**config.mk**
```make
export PLATFORM = sky130hd
export DESIGN_NAME = uart_frame_arbiter_flat
export DESIGN_NICKNAME = d
export VERILOG_FILES = /design/src/rtl/uart_frame_arbiter_if.sv /design/src/rtl/uart_frame_arbiter.sv /design/src/flat_wrapper.sv
export SDC_FILE = /design/constraint.sdc
export NUM_CORES = 1
export LEC_CHECK = 0
export ABC_AREA = 1
export ABC_CLOCK_PERIOD_IN_PS = 3500
export BUFFER_PORTS_ARGS = -buffer_cell sky130_fd_sc_hd__buf_2
export CAP_MARGIN = 5
export CORE_MARGIN = 3
export CORE_UTILIZATION = 40
export CTS_CLUSTER_DIAMETER = 50
export DETAILED_ROUTE_END_ITERATION = 8
export GPL_TIMING_DRIVEN = 0
export MAX_ROUTING_LAYER = met4
export PLACE_DENSITY_LB_ADDON = 0.12
export SLEW_MARGIN = 15
export SYNTH_ARGS = -nofsm -noshare
export SYNTH_HDL_FRONTEND = slang
export SYNTH_SLANG_ARGS = --single-unit
```
**constraint.sdc**
```tcl
create_clock -name clk -period 3.5 [get_ports clk]
set_clock_uncertainty 0.1 [all_clocks]
set_input_delay 0.525 -clock clk [delete_from_list [all_inputs] [get_ports clk]]
set_output_delay 0.525 -clock clk [all_outputs]
set_load 0.02 [all_outputs]
```
**src/rtl/uart_frame_arbiter_if.sv**
```systemverilog
// Requester-side and serializer-side signals of the UART frame arbiter.
// master = frame formatters plus uarttx status; slave = the arbiter.
interface uart_frame_arbiter_if #(
  parameter int NUM_REQ = 2
);
  logic [NUM_REQ-1:0]   req_valid;
  logic [8*NUM_REQ-1:0] req_data;
  logic [NUM_REQ-1:0]   req_last;
  logic [NUM_REQ-1:0]   req_ready;
  logic [NUM_REQ-1:0]   grant;
  logic [7:0]           tx_data;
  logic                 tx_wrsig;
  logic                 tx_busy;
  logic                 frame_done;
  logic                 tx_err;

  modport master (
    output req_valid, req_data, req_last, tx_busy,
    input  req_ready, grant, tx_data, tx_wrsig, frame_done, tx_err
  );

  modport slave (
    input  req_valid, req_data, req_last, tx_busy,
    output req_ready, grant, tx_data, tx_wrsig, frame_done, tx_err
  );
endinterface

```
**src/rtl/uart_frame_arbiter.sv**
```systemverilog
// Frame-granular round-robin arbiter sharing one uarttx serializer between NUM_REQ sources.
// Optional handshake timeout in WAIT_S is enabled by defining UART_ARB_TIMEOUT_EN.
module uart_frame_arbiter #(
  parameter int NUM_REQ     = 2,
  parameter int GAP_CYCLES  = 4,
  parameter int ACK_TIMEOUT = 32
) (
  input logic                 clk,
  input logic                 reset,
  uart_frame_arbiter_if.slave bus
);
  localparam int                   PW       = (NUM_REQ > 1) ? $clog2(NUM_REQ) : 1;
  localparam logic [PW-1:0]        LAST_IDX = PW'(NUM_REQ - 1);
  localparam logic [NUM_REQ-1:0]   ONE_HOT0 = NUM_REQ'(1);

  typedef enum logic [2:0] {IDLE, LOAD, STROBE, WAIT_S, WAIT_D, GAP} state_t;

  state_t             state_reg, state_next;
  logic [PW-1:0]      rr_ptr_reg, rr_ptr_next;
  logic [PW-1:0]      owner_reg, owner_next;
  logic [NUM_REQ-1:0] grant_reg, grant_next;
  logic [7:0]         tx_data_reg, tx_data_next;
  logic [7:0]         gap_cnt_reg, gap_cnt_next;
  logic               last_reg, last_next;
  logic               frame_done_reg, frame_done_next;

  logic [7:0]         req_byte [NUM_REQ];
  logic               pick_found;
  logic [PW-1:0]      pick_idx;
  logic [PW-1:0]      owner_inc;

  genvar gi;
  generate
    for (gi = 0; gi < NUM_REQ; gi++) begin : g_unpack
      assign req_byte[gi] = bus.req_data[8*gi +: 8];
    end
  endgenerate

  // Search for a valid requester starting at rr_ptr, wrapping explicitly at NUM_REQ.
  always_comb begin
    int            cand;
    logic [PW-1:0] cand_idx;
    pick_found = 1'b0;
    pick_idx   = '0;
    cand       = 0;
    cand_idx   = '0;
    for (int k = 0; k < NUM_REQ; k++) begin
      cand = int'(rr_ptr_reg) + k;
      if (cand >= NUM_REQ) cand = cand - NUM_REQ;
      cand_idx = cand[PW-1:0];
      if (!pick_found && bus.req_valid[cand_idx]) begin
        pick_found = 1'b1;
        pick_idx   = cand_idx;
      end
    end
  end

  assign owner_inc = (owner_reg == LAST_IDX) ? '0 : owner_reg + PW'(1);

`ifdef UART_ARB_TIMEOUT_EN
  localparam int            CW        = $clog2(ACK_TIMEOUT + 1);
  localparam logic [CW-1:0] ACK_LIMIT = CW'(ACK_TIMEOUT - 1);
  logic [CW-1:0] ack_cnt_reg, ack_cnt_next;
  logic          tx_err_reg, tx_err_next;
`endif

  always_comb begin
    state_next      = state_reg;
    rr_ptr_next     = rr_ptr_reg;
    owner_next      = owner_reg;
    grant_next      = grant_reg;
    tx_data_next    = tx_data_reg;
    last_next       = last_reg;
    gap_cnt_next    = gap_cnt_reg;
    frame_done_next = 1'b0;
`ifdef UART_ARB_TIMEOUT_EN
    ack_cnt_next    = ack_cnt_reg;
    tx_err_next     = 1'b0;
`endif
    case (state_reg)
      IDLE: begin
        if (pick_found) begin
          owner_next = pick_idx;
          grant_next = ONE_HOT0 << pick_idx;
          state_next = LOAD;
        end
      end
      LOAD: begin
        if (bus.req_valid[owner_reg]) begin
          tx_data_next = req_byte[owner_reg];
          last_next    = bus.req_last[owner_reg];
          state_next   = STROBE;
`ifdef UART_ARB_TIMEOUT_EN
          ack_cnt_next = '0;
`endif
        end
      end
      STROBE: begin
        state_next = WAIT_S;
`ifdef UART_ARB_TIMEOUT_EN
        ack_cnt_next = ack_cnt_reg + CW'(1);
`endif
      end
      WAIT_S: begin
        // Busy sampled here is post-strobe; a stale level seen during STROBE is ignored.
        if (bus.tx_busy) begin
          state_next = WAIT_D;
        end
`ifdef UART_ARB_TIMEOUT_EN
        else if (ack_cnt_reg >= ACK_LIMIT) begin
          tx_err_next = 1'b1;
          grant_next  = '0;
          rr_ptr_next = owner_inc;
          state_next  = IDLE;
        end else begin
          ack_cnt_next = ack_cnt_reg + CW'(1);
        end
`endif
      end
      WAIT_D: begin
        if (!bus.tx_busy) begin
          gap_cnt_next = 8'(GAP_CYCLES);
          state_next   = GAP;
        end
      end
      GAP: begin
        if (gap_cnt_reg == 8'd0) begin
          if (last_reg) begin
            frame_done_next = 1'b1;
            grant_next      = '0;
            rr_ptr_next     = owner_inc;
            state_next      = IDLE;
          end else begin
            state_next = LOAD;
          end
        end else begin
          gap_cnt_next = gap_cnt_reg - 8'd1;
        end
      end
      default: state_next = IDLE;
    endcase
  end

  always_ff @(posedge clk) begin
    if (reset) begin
      state_reg      <= IDLE;
      rr_ptr_reg     <= '0;
      owner_reg      <= '0;
      grant_reg      <= '0;
      tx_data_reg    <= 8'd0;
      gap_cnt_reg    <= 8'd0;
      last_reg       <= 1'b0;
      frame_done_reg <= 1'b0;
    end else begin
      state_reg      <= state_next;
      rr_ptr_reg     <= rr_ptr_next;
      owner_reg      <= owner_next;
      grant_reg      <= grant_next;
      tx_data_reg    <= tx_data_next;
      gap_cnt_reg    <= gap_cnt_next;
      last_reg       <= last_next;
      frame_done_reg <= frame_done_next;
    end
  end

`ifdef UART_ARB_TIMEOUT_EN
  always_ff @(posedge clk) begin
    if (reset) begin
      ack_cnt_reg <= '0;
      tx_err_reg  <= 1'b0;
    end else begin
      ack_cnt_reg <= ack_cnt_next;
      tx_err_reg  <= tx_err_next;
    end
  end
  assign bus.tx_err = tx_err_reg;
`else
  assign bus.tx_err = 1'b0;
`endif

  assign bus.grant      = grant_reg;
  assign bus.req_ready  = (state_reg == LOAD) ? grant_reg : '0;
  assign bus.tx_data    = tx_data_reg;
  assign bus.tx_wrsig   = (state_reg == STROBE);
  assign bus.frame_done = frame_done_reg;

endmodule
```
**src/flat_wrapper.sv**
```systemverilog
// flat-port wrapper written by rule: the top's interface ports become plain ports
module uart_frame_arbiter_flat 
#(
  parameter int NUM_REQ     = 2,
  parameter int GAP_CYCLES  = 4,
  parameter int ACK_TIMEOUT = 32
)
  (clk, reset, bus_req_valid, bus_req_data, bus_req_last, bus_tx_busy, bus_req_ready, bus_grant, bus_tx_data, bus_tx_wrsig, bus_frame_done, bus_tx_err);
  uart_frame_arbiter_if #(.NUM_REQ(NUM_REQ)) bus_i ();
  input logic clk;
  input logic reset;
  input wire logic [$bits(bus_i.req_valid)-1:0] bus_req_valid;
  input wire logic [$bits(bus_i.req_data)-1:0] bus_req_data;
  input wire logic [$bits(bus_i.req_last)-1:0] bus_req_last;
  input wire logic [$bits(bus_i.tx_busy)-1:0] bus_tx_busy;
  output wire logic [$bits(bus_i.req_ready)-1:0] bus_req_ready;
  output wire logic [$bits(bus_i.grant)-1:0] bus_grant;
  output wire logic [$bits(bus_i.tx_data)-1:0] bus_tx_data;
  output wire logic [$bits(bus_i.tx_wrsig)-1:0] bus_tx_wrsig;
  output wire logic [$bits(bus_i.frame_done)-1:0] bus_frame_done;
  output wire logic [$bits(bus_i.tx_err)-1:0] bus_tx_err;
  assign bus_i.req_valid = bus_req_valid;
  assign bus_i.req_data = bus_req_data;
  assign bus_i.req_last = bus_req_last;
  assign bus_i.tx_busy = bus_tx_busy;
  assign bus_req_ready = bus_i.req_ready;
  assign bus_grant = bus_i.grant;
  assign bus_tx_data = bus_i.tx_data;
  assign bus_tx_wrsig = bus_i.tx_wrsig;
  assign bus_frame_done = bus_i.frame_done;
  assign bus_tx_err = bus_i.tx_err;
  uart_frame_arbiter #(.NUM_REQ(NUM_REQ), .GAP_CYCLES(GAP_CYCLES), .ACK_TIMEOUT(ACK_TIMEOUT)) u_core (.clk(clk), .reset(reset), .bus(bus_i));
endmodule
```
; ---- Word level (Yosys, flattened, before mapping)
; Index checks and enable logic that the tools add are counted.
[totals]
out_inout_bits = 15
input_bits = 23
word_cells = 82
ff_bits = 25
[op_classes]
reduce_logical = 13
n_mux = 34
order_cmp = 6
addsub = 5
shift = 1
n_eq_ne = 12
bitwise_logic = 3
[op_table]
columns = operator, count
row1 = 8-bit two-way mux, 5
row2 = 3-bit case mux with 6 select lines, 1
row3 = 1-bit two-way mux, 17
row4 = 8-bit case mux with 2 select lines, 1
row5 = 3-bit two-way mux, 5
row6 = 8-bit logical NOT, 1
row7 = 2-bit two-way mux, 4
row8 = 2-bit by 1-bit inequality test with 1-bit output (second input constant), 4
row9 = 8-bit by 1-bit subtractor with 8-bit output (second input constant), 1
row10 = 3-bit by 2-bit equality test with 1-bit output (second input constant), 2
row11 = 3-bit equality test (second input constant), 2
row12 = 1-bit by 2-bit less-than comparator with 1-bit output (second input constant), 3
row13 = 2-bit inequality test (second input constant), 3
row14 = 3-bit AND reduction, 2
row15 = 5-bit AND reduction, 1
row16 = 2-bit >= comparator (second input constant), 2
row17 = 2-bit case mux with 2 select lines, 1
row18 = 2-bit AND reduction, 2
row19 = 4-bit AND reduction, 1
row20 = 2-bit nonzero test, 2
row21 = 3-bit by 1-bit equality test with 1-bit output (second input constant), 1
row22 = 3-bit logical NOT, 1
row23 = 3-bit OR reduction, 1
row24 = 1-bit by 1-bit adder with 2-bit output (second input constant), 1
row25 = 8 further kinds, 10

; ---- Depth between registers and ports, before layout
[logic_depth]
ltp_word = 11
ltp_mapped = 10
depth_no_buf = 10

; ---- Worst setup path after synthesis
; Ideal clock, no wire load.
[synth_path]
path_kind = register to output
start = register u_core.state_reg[1]
end = output port bus_tx_wrsig
required_ns = 2.875
t_arrival_ns = 0.914
n_path_buf = 0
slack_ns = 1.961
stages_incl_launch_ff = 3
path_cell_list = dfxtp_1 inv_1 nor3_1
[synth_between]
elab_chain_len = 1
[synth_lines]
columns = element, line_no
row1 = start: declaration, uart_frame_arbiter.sv:18  ; state_t state_reg, state_next;
row2 = start signal: assignment, uart_frame_arbiter.sv:155  ; state_reg <= state_next;
row3 = 3-bit by 2-bit equality test with 1-bit output, uart_frame_arbiter.sv:184  ; assign bus.tx_wrsig = (state_reg == STROBE);
row4 = end: declaration, flat_wrapper.sv:19  ; output wire logic [$bits(bus_i.tx_wrsig)-1:0] bus_tx_wrsig;
; Every way passes these cells.

; ---- Worst setup path after layout
[layout_path]
start = register u_core.state_reg[0]
end = output port bus_req_ready[0]
[layout_between]
elab_chain_len = 2
[layout_lines]
columns = element, line_no
row1 = 3-bit by 1-bit equality test with 1-bit output, uart_frame_arbiter.sv:182  ; assign bus.req_ready = (state_reg == LOAD) ? grant_reg : '0;
row2 = 2-bit two-way mux, uart_frame_arbiter.sv:182
row3 = end: declaration, flat_wrapper.sv:16  ; output wire logic [$bits(bus_i.req_ready)-1:0] bus_req_ready;
; Every way passes these cells.

==> flow_metrics.env <==
export IMPL_ys_seq_elements=25
export IMPL_timing_final_max_slew_violations=0
export IMPL_maxSlewHeadroom=0.657
export IMPL_io_pins=38
export IMPL_worst_path_buf_inv=1
export IMPL_timing_hold_worst_class="in2reg"
export IMPL_unrepaired_setup_endpoints_after_global_routing="false"
export IMPL_cellInternalPower_uw=637
export IMPL_run_status="finished, final reports clean"
export IMPL_wire_per_inst_um=10.5
export IMPL_first_global_vias=1313
export IMPL_fp_row_count=20
export IMPL_areaGrowthSynthToFinish_pct=19.2
export IMPL_place_area_mm2=0.00161
export IMPL_critPathMaxStageDelay_ns=0.50
export IMPL_crit_slowest_cell="sky130_fd_sc_hd__dfxtp_1"
export IMPL_antenna_left=0
export IMPL_worstMarginPinSlew_ns=0.515
export IMPL_antenna_cells=0
export IMPL_chipWidth_um=64.7
export IMPL_detail_route_wirelength_um=3090
export IMPL_yosysSeqAreaShare=0.363
export IMPL_finalHoldViolations=0
export IMPL_layout_cells_non_filler=296
export IMPL_fill_cells=360
export IMPL_routabilityCongestion=0.841
export IMPL_post_cts_hold_buffer_count=0
export IMPL_final_min_period_over_clock_period=0.560
export IMPL_power_leakage_uw=0.000799
export IMPL_port_buffers=36
export IMPL_tritoncts_num_sinks=25
export IMPL_yosys_warnings=0
export IMPL_finalSetupViolations=0
export IMPL_worstPathCellList="nand3_1, nor2_1, buf_2"
export IMPL_post_synth_cell_area_avg_um2=6.50
export IMPL_die_area_mm2=0.00419
export IMPL_synth_area_mm2=0.00138
export IMPL_vias_per_cell=4.73
export IMPL_worst_setup_path_type="reg2out"
export IMPL_htree_levels=1
export IMPL_setup_worst_path_start_class="register"
export IMPL_post_route_cells_drive_above_1_share=0.238
export IMPL_worstSkewPairLatency_ns=0.33
export IMPL_number_of_buffers_on_the_longest_clock_path=2
export IMPL_kind_of_cell_adding_the_most_delay_to_the_critical_path="flip-flops"
export IMPL_grt_first_pass_wirelength_um=5690
export IMPL_synth_nets=237
export IMPL_tritoncts_num_buffers=3
export IMPL_switching_power_uw=578
export IMPL_yosysTopAreaCellShare=0.363
export IMPL_cap_violations=0
export IMPL_clock_power_share=0.114
export IMPL_pin_count_of_the_biggest_net_entering_global_routing=16
export IMPL_dpl_cell_count=292
export IMPL_worst_ep_required_time_ns=2.87
export IMPL_clk_transition_reported_paths_ns=0.15
export IMPL_irDropWorstVdd_v=0.000325
export IMPL_routed_via_count=1399
export IMPL_setup_tns_final_ns=0
export IMPL_layout_cells_most_common="sky130_fd_sc_hd__nand2_1"
export IMPL_gr_usage_all_layers=0.172
export IMPL_place_hpwl_um=2360
export IMPL_first_iter_violations=79
export IMPL_fraction_of_power_spent_switching_nets=0.475
export IMPL_final_net_count=278
export IMPL_power_density_mw_per_mm2=739
export IMPL_final_design_area_no_fill_mm2=0.00164
export IMPL_multi_input_area_um2=764
export IMPL_sequentialPowerShare=0.348
export IMPL_die_h_um=64.7
export IMPL_clk_root_buffer_cell="sky130_fd_sc_hd__clkbuf_4"
export IMPL_postCtsSetupRepairBufs=0
export IMPL_critical_path_arrival_ns=1.33
export IMPL_core_area_mm2=0.00318
export IMPL_initial_core_util=0.434
export IMPL_cts_tree="built"
export IMPL_drt_first_pass_iters=4
export IMPL_power_combinational_fraction=0.538
export IMPL_max_freq_ghz=0.510
export IMPL_most_common_layout_cells="sky130_fd_sc_hd__nand2_1 (64), sky130_fd_sc_hd__buf_2 (37), sky130_fd_sc_hd__dfxtp_1 (25)"
export IMPL_post_route_min_period_ns=1.96
export IMPL_synth_lib_cells_used_distinct=29
export IMPL_synthCells=212
export IMPL_ys_top_cells_by_area="sky130_fd_sc_hd__dfxtp_1 (36%), sky130_fd_sc_hd__nand2_1 (17%), sky130_fd_sc_hd__nor2_1 (6.3%), sky130_fd_sc_hd__inv_1 (4.6%), sky130_fd_sc_hd__a21oi_1 (4.4%)"
export IMPL_grt_overflow_total=0
export IMPL_antenna_found_initial=0
export IMPL_critical_path_peak_fanout=7
export IMPL_netlist_top_cell_by_area="sky130_fd_sc_hd__dfxtp_1"
export IMPL_drc=0
export IMPL_resize_count_post_cts=0
export IMPL_final_seq_area_um2=500
export IMPL_worst_setup_path_end_kind="primary output"
-- final cells by class --
class	instances	share of cell area
inverter	22	0.0502
multi-input combinational	159	0.465
clock buffer	3	0.0137
tap	44	0.0335
clock inverter	1	0.00457
sequential	25	0.304
buffer	6	0.0190
timing repair buffer	36	0.110
-- worst register-to-register path: stages (launching register included) --
cell and delay (ns):
sky130_fd_sc_hd__dfxtp_1 0.50, sky130_fd_sc_hd__nand3_2 0.23, sky130_fd_sc_hd__inv_2 0.15, sky130_fd_sc_hd__o21ai_2 0.08, sky130_fd_sc_hd__a21oi_2 0.25, sky130_fd_sc_hd__nand2_1 0.09, sky130_fd_sc_hd__a21oi_1 0.12
-- stage by stage --
stage	power [µW]	hold WS (ns)	utilization	setup slack, ns
5_1_grt	1350	0.265	0.517	1.41
2_1_floorplan	931	0.336	-	1.96
3_5_place_dp	1080	0.354	0.508	1.90
4_1_cts	1220	0.253	0.517	1.54
6_report	1220	0.260	0.517	1.54
3_3_place_gp	1090	0.348	0.508	1.90
-- kinds of logic after synthesis --
logic type,Yosys count,share of synthesized area
compound gates,40,0.166
xor+xnor,1,0.00635
fa+ha+maj,2,0.0181
buf+inv,28,0.0826
flops,25,0.363
other cells,1,0.00272
simple gates,115,0.361
-- worst paths after layout --
kind	start	end	slack [ns]	cells past startpoint
max	u_core.state_reg[0]	bus_req_ready[0]	1.54	3
min	reset	u_core.owner_reg	0.26	2
max reg2reg	u_core.state_reg[0]	u_core.gap_cnt_reg[7]	1.92	6
min reg2reg	u_core.gap_cnt_reg[0]	u_core.gap_cnt_reg[0]	0.37	2
-- cells in the mapped netlist --
library cell and n:
sky130_fd_sc_hd__a211oi_1 1, sky130_fd_sc_hd__a21oi_1 12, sky130_fd_sc_hd__a21oi_2 1, sky130_fd_sc_hd__a31oi_1 9, sky130_fd_sc_hd__buf_2 1, sky130_fd_sc_hd__buf_4 2, sky130_fd_sc_hd__clkbuf_1 3, sky130_fd_sc_hd__conb_1 1
sky130_fd_sc_hd__dfxtp_1 25, sky130_fd_sc_hd__ha_1 2, sky130_fd_sc_hd__inv_1 17, sky130_fd_sc_hd__inv_2 5, sky130_fd_sc_hd__nand2_1 64, sky130_fd_sc_hd__nand2_2 3, sky130_fd_sc_hd__nand2_4 1, sky130_fd_sc_hd__nand3_1 12
sky130_fd_sc_hd__nand3_2 1, sky130_fd_sc_hd__nand3b_1 1, sky130_fd_sc_hd__nand4_1 2, sky130_fd_sc_hd__nor2_1 23, sky130_fd_sc_hd__nor2_2 4, sky130_fd_sc_hd__nor3_1 2, sky130_fd_sc_hd__nor3_2 1, sky130_fd_sc_hd__o21ai_0 11
sky130_fd_sc_hd__o21ai_1 2, sky130_fd_sc_hd__o21ai_2 1, sky130_fd_sc_hd__o21bai_1 3, sky130_fd_sc_hd__or2_1 1, sky130_fd_sc_hd__xnor2_1 1
-- routing by layer --
layer  GRT usage  share of wire
met3      0.0208          0.046
met2       0.273           0.45
met1       0.222           0.49
met4      0.0712          0.018
met5           -              0
-- power groups by stage --
| stage | combinational, µW | clock, µW | sequential (µW) |
|---|---|---|---|
| floorplan | 465 | 0 | 465 |
| global placement | 658 | 0 | 429 |
| detailed placement | 657 | 0 | 427 |
| CTS | 659 | 142 | 422 |
| global route | 758 | 154 | 435 |
| finish | 654 | 139 | 422 |
No activity file was read; power rests on OpenSTA's default activity.
